`src/rtl/block_ram_pair_reader.sv`:
```
// block_ram_pair_reader: fills a 1W/2R block RAM from a valid/ready word
// stream, then replays it NUM_REPEAT times as even/odd word pairs using both
// read ports each cycle, and pulses done once the last pair is consumed.
module block_ram_pair_reader #(
  parameter int DATA_WIDTH = 16,
  parameter int DEPTH      = 64,
  parameter int NUM_REPEAT = 4
) (
  input  logic                     clk,
  input  logic                     rst_n,
  input  logic [DATA_WIDTH-1:0]    wr_data,
  input  logic                     wr_valid,
  output logic                     wr_ready,
  output logic [DATA_WIDTH-1:0]    o_data_a,
  output logic [DATA_WIDTH-1:0]    o_data_b,
  output logic                     o_valid,
  input  logic                     o_ready,
  output logic                     done,
  output logic [DATA_WIDTH-1:0]    ram_wr_data,
  output logic [$clog2(DEPTH)-1:0] ram_wr_addr,
  output logic                     ram_rw,
  output logic [$clog2(DEPTH)-1:0] ram_rd_addr_a,
  output logic [$clog2(DEPTH)-1:0] ram_rd_addr_b,
  output logic                     ram_rd_en_a,
  output logic                     ram_rd_en_b,
  input  logic [DATA_WIDTH-1:0]    ram_rd_data_a,
  input  logic [DATA_WIDTH-1:0]    ram_rd_data_b
);

  localparam int AW    = $clog2(DEPTH);
  localparam int PAIRS = DEPTH / 2;
  localparam int PW    = (PAIRS > 1) ? $clog2(PAIRS) : 1;
  localparam int RW    = (NUM_REPEAT > 1) ? $clog2(NUM_REPEAT) : 1;

  localparam logic [AW-1:0] WC_LAST = AW'(DEPTH - 1);
  localparam logic [PW-1:0] P_LAST  = PW'(PAIRS - 1);
  localparam logic [RW-1:0] R_LAST  = RW'(NUM_REPEAT - 1);

  typedef enum logic [1:0] {
    LOAD,
    READ,
    DONE
  } state_t;

  state_t        state, state_next;
  logic [AW-1:0] wc, wc_next;
  logic [PW-1:0] p, p_next;
  logic [RW-1:0] r, r_next;
  logic          pending, pending_next;
  logic          valid_next;
  logic          issue;
  logic [AW-1:0] rd_base;

  // Read data goes straight from the RAM to the consumer; the RAM's own
  // output register provides the one-cycle latency and holds during stalls.
  assign o_data_a    = ram_rd_data_a;
  assign o_data_b    = ram_rd_data_b;
  assign ram_wr_data = wr_data;
  assign rd_base     = AW'({p, 1'b0});

  // State and counter registers; reset abandons any partial load or stream.
  always_ff @(posedge clk or negedge rst_n) begin
    if (!rst_n) begin
      state   <= LOAD;
      wc      <= '0;
      p       <= '0;
      r       <= '0;
      pending <= 1'b1;
      o_valid <= 1'b0;
    end else begin
      state   <= state_next;
      wc      <= wc_next;
      p       <= p_next;
      r       <= r_next;
      pending <= pending_next;
      o_valid <= valid_next;
    end
  end

  // Next-state, counter updates and RAM/handshake strobes for each phase.
  always_comb begin
    state_next    = state;
    wc_next       = wc;
    p_next        = p;
    r_next        = r;
    pending_next  = pending;
    valid_next    = o_valid;
    issue         = 1'b0;
    wr_ready      = 1'b0;
    ram_rw        = 1'b0;
    ram_wr_addr   = '0;
    ram_rd_en_a   = 1'b0;
    ram_rd_en_b   = 1'b0;
    ram_rd_addr_a = '0;
    ram_rd_addr_b = '0;
    done          = 1'b0;

    case (state)
      LOAD: begin
        wr_ready = 1'b1;
        if (wr_valid) begin
          ram_rw      = 1'b1;
          ram_wr_addr = wc;
          if (wc == WC_LAST) begin
            wc_next    = '0;
            state_next = READ;
          end else begin
            wc_next = wc + 1'b1;
          end
        end
      end

      READ: begin
        // A new pair may be fetched when the output slot is empty or is
        // being drained this cycle, so streaming has no bubbles.
        issue = pending & (~o_valid | o_ready);
        if (issue) begin
          ram_rd_en_a   = 1'b1;
          ram_rd_en_b   = 1'b1;
          ram_rd_addr_a = rd_base;
          ram_rd_addr_b = rd_base | AW'(1);
          valid_next    = 1'b1;
          if (p == P_LAST) begin
            p_next = '0;
            if (r == R_LAST) begin
              r_next       = '0;
              pending_next = 1'b0;
            end else begin
              r_next = r + 1'b1;
            end
          end else begin
            p_next = p + 1'b1;
          end
        end else if (o_valid & o_ready) begin
          valid_next = 1'b0;
          if (!pending) begin
            state_next = DONE;
          end
        end
      end

      DONE: begin
        done         = 1'b1;
        state_next   = LOAD;
        wc_next      = '0;
        p_next       = '0;
        r_next       = '0;
        pending_next = 1'b1;
        valid_next   = 1'b0;
      end

      default: begin
        state_next = LOAD;
      end
    endcase
  end

endmodule

```
`config.mk`:
```
export PLATFORM = sky130hd
export DESIGN_NAME = block_ram_pair_reader
export DESIGN_NICKNAME = d
export VERILOG_FILES = /design/src/rtl/block_ram_pair_reader.sv
export SDC_FILE = /design/constraint.sdc
export NUM_CORES = 1
export LEC_CHECK = 0
export CAP_MARGIN = 10
export CORE_MARGIN = 2
export CORE_UTILIZATION = 33
export CTS_BUF_LIST = sky130_fd_sc_hd__clkbuf_8 sky130_fd_sc_hd__clkbuf_16
export CTS_CLUSTER_DIAMETER = 80
export DETAILED_ROUTE_END_ITERATION = 8
export GPL_TIMING_DRIVEN = 0
export HOLD_SLACK_MARGIN = 0.12
export PLACE_DENSITY = 0.82
export SETUP_SLACK_MARGIN = 0.4
export SKIP_LAST_GASP = 1
export SYNTH_ARGS = -nofsm -noshare
export SYNTH_HDL_FRONTEND = slang
export SYNTH_SLANG_ARGS = --single-unit
```
`constraint.sdc`:
```
create_clock -name clk -period 2 [get_ports clk]
set_input_delay 0.3 -clock clk [delete_from_list [all_inputs] [get_ports clk]]
set_output_delay 0.3 -clock clk [all_outputs]
set_load 0.03 [all_outputs]
```
==> metrics <==
number of synthesis warnings=0; unrepaired setup endpoints after global routing=yes; hpwl dp=2840 um; Area after DPL=2410 um2; CP Capture Type=output port; Post-Layout Inst Area=2740 um2; global-route congestion overflow total=0; CP bufs+invs=2; PortBufs=74; CP dominant cell by count=buf_6; gr usage total=13.3%; vias in the first global route=1278; Post-synth EDFFs=0; Placer Congestion=0.860; Seq/Total Area, Yosys=27.8%; CTS sink count=17; internal reg-to-reg setup slack=0.27 ns; Worst Tran Pin Value=0.759 ns; detailed-route vias per instance=4.74; Mapped Cells=180; Die Span X=72.2 um; Core Util, Final=62.0%; Setup-failing EPs final=0; ys async rst share=100%; root buf cell=clkbuf_8; Num CTS Buffers=3; crit path time final=1.75 ns; share of post-route cells with drive strength above 1=52.3%; Layout Nets=337; first-pass GRT wire length=5660 um; outcome=complete, no violations; R2R Path End=p[0]$_DFFE_PN0P_; ANT nets after route=0; Worst Skew=0.000984 ns; Power Total=2500 uW; Min-Delay Path Class=input pin to asynchronous set/reset pin; Max-Cap Viols=0; DR WL/cell=12.2 um; CTS tree=built; FMAX=571 MHz; pwr dens=914 nW/um2; Initial DRT Pass Iterations=4; initial core utilization=34.8%; CP Data Required Time=1.70 ns; CP max stage delay=0.44 ns; Area Growth Syn to Fin=78.3%; Core Footprint=4410 um2; max-slew violation count=0; syn_nets=239; Pleak=0.00130 uW; slowest stage cell, crit path=dfrtp_1; clk_lat worst skew=0.25 ns; via count=1561; DIE HEIGHT=72.2 um; CP Class=flop to output port; mean post-synth cell area=8.53 um2; standard-cell rows=24; largest net degree at the start of global routing=18; CTS Hold Bufs=0; Final Hold Fails=0; max_slew headroom=49.2%; DRC viols=0; Primary FF master, synth=dfrtp_1; CP Launch Type=flop; Reg clk slew, reported paths=0.07 ns; delay-heaviest family, CP=flip-flops; final WL=4020 um; Reg2Reg Depth=8; clock buffer depth=2; initial antenna violation count=0; DIE AREA=5210 um2; synthesis-stage register bit count=17; worst-path fanout max=8; CP arrival=1.45 ns; final cycle utilization of the critical path=87.6%; final worst slack=0.249 ns; # diodes=0; peak supply drop=0.425 mV; H-tree lvl count=1; DR iter-0 viols=87; reg2reg start=state[1]$_DFFE_PN0P_; worst path cell trace=ha_4, and3_4, and2_4, buf_6, buf_6; Cell Area, Synth=1540 um2; I/O Pins=124; number of distinct library cells after synthesis=40; worst slack at placement=-0.402 ns; cell depth of the worst setup path=5
## synth_stat cells, types with 2 or more instances
master,number,area [um2]
buf_4,56,420
mux2_1,3,33.8
nand3_1,5,25.0
o31ai_1,2,15.0
nor2_1,4,15.0
a31oi_1,2,12.5
o21ai_1,2,10.0
ha_1,7,87.6
nor3_1,3,15.0
and3_1,8,50.1
a21oi_1,4,20.0
inv_1,6,22.5
dfrtp_1,16,400
a21o_1,3,22.5
and2_1,5,31.3
nand2_1,14,52.6
o21ai_0,10,50.1
nand2b_1,5,31.3
nor2b_1,2,12.5
buf_2,3,15.0
## metal layers
layer,routed length (um),GRT usage [%],vias up
li1,-,-,752
met1,1640,16.6,729
met2,2080,23.4,76
met3,272,1.94,4
met4,28,4.19,0
met5,0,0,-
## placed cells by master, fill, tap and decap left out, types with 2 or more instances in the layout
| master | netlist | final |
|---|---|---|
| o21ai_0 | 10 | 8 |
| nor2_1 | 4 | 3 |
| nand3_1 | 5 | 5 |
| a31oi_1 | 2 | 2 |
| and3_2 | 0 | 3 |
| dlygate4sd2_1 | 0 | 2 |
| o21ai_1 | 2 | 4 |
| and3_4 | 0 | 4 |
| clkdlybuf4s50_1 | 0 | 50 |
| mux2_4 | 0 | 3 |
| ha_4 | 0 | 3 |
| a21o_1 | 3 | 3 |
| dfrtp_1 | 16 | 15 |
| buf_6 | 1 | 25 |
| inv_1 | 6 | 3 |
| nand2_1 | 14 | 13 |
| inv_2 | 0 | 3 |
| clkbuf_8 | 0 | 3 |
| and2_4 | 0 | 5 |
| a21oi_1 | 4 | 4 |
| nor3_1 | 3 | 3 |
| buf_2 | 3 | 2 |
| o31ai_1 | 2 | 2 |
| buf_4 | 56 | 74 |
| ha_2 | 0 | 3 |
| nand2b_1 | 5 | 5 |
## report_power, final
group          switching [uW]  internal (uW)  leakage [uW]
clock network             120            138     0.0000255
registers                 127            462      0.000218
logic                     767            887       0.00106
## flip-flops by register name, summed over array words and instances, names as in the netlist
register  cells
pending       1
o_valid       1
state         2
wc            6
r             2
p             5
## how the worst max path moves through the flow
stage,startpoint,end
CTS,state[1]$_DFFE_PN0P_,ram_rd_addr_b[1]
global placement,o_ready,ram_rd_addr_b[5]
detailed placement,o_ready,ram_rd_addr_b[1]
global route,state[1]$_DFFE_PN0P_,p[2]$_DFFE_PN0P_
finish,state[0]$_DFFE_PN0P_,ram_rd_addr_b[2]
floorplan,state[1]$_DFFE_PN0P_,ram_rd_addr_b[1]
## cell type report
| type | count | area [um2] |
|---|---|---|
| clock inverters | 1 | 5.00 |
| inverters | 6 | 22.5 |
| clock buffers | 3 | 41.3 |
| well taps | 52 | 65.1 |
| multi-input cells | 96 | 796 |
| fillers | 355 | 1680 |
| flip-flops and latches | 17 | 428 |
| plain buffers | 61 | 503 |
| repair buffers | 93 | 877 |
## stage by stage
stage / hold WS, ns / TNS (ns) / std cells
2_1_floorplan: 0.00441 / 0 / 180
3_3_place_gp: 0.498 / -4.85 / 306
3_5_place_dp: 0.506 / -5.47 / 306
4_1_cts: 0.520 / 0 / 323
5_1_grt: 0.548 / 0 / 329
6_report: 0.495 / 0 / 329
## cells by family after synthesis
| family | Yosys count | synth area share (%) |
|---|---|---|
| AOI/OAI and AO/OA | 32 | 13.9 |
| adders and majority gates | 7 | 5.70 |
| buffers and inverters | 67 | 30.8 |
| DFF | 17 | 27.8 |
| muxes | 4 | 2.85 |
| other | 1 | 0.244 |
| and+or+nand+nor | 52 | 18.7 |
## timing repair
item                                    4_1_cts  5_1_grt
buffers inserted                             13        6
endpoints found under the setup margin       29       36
pin swaps                                     5        5
resized for setup                           160       28
No activity file was read; power rests on OpenSTA's default activity.
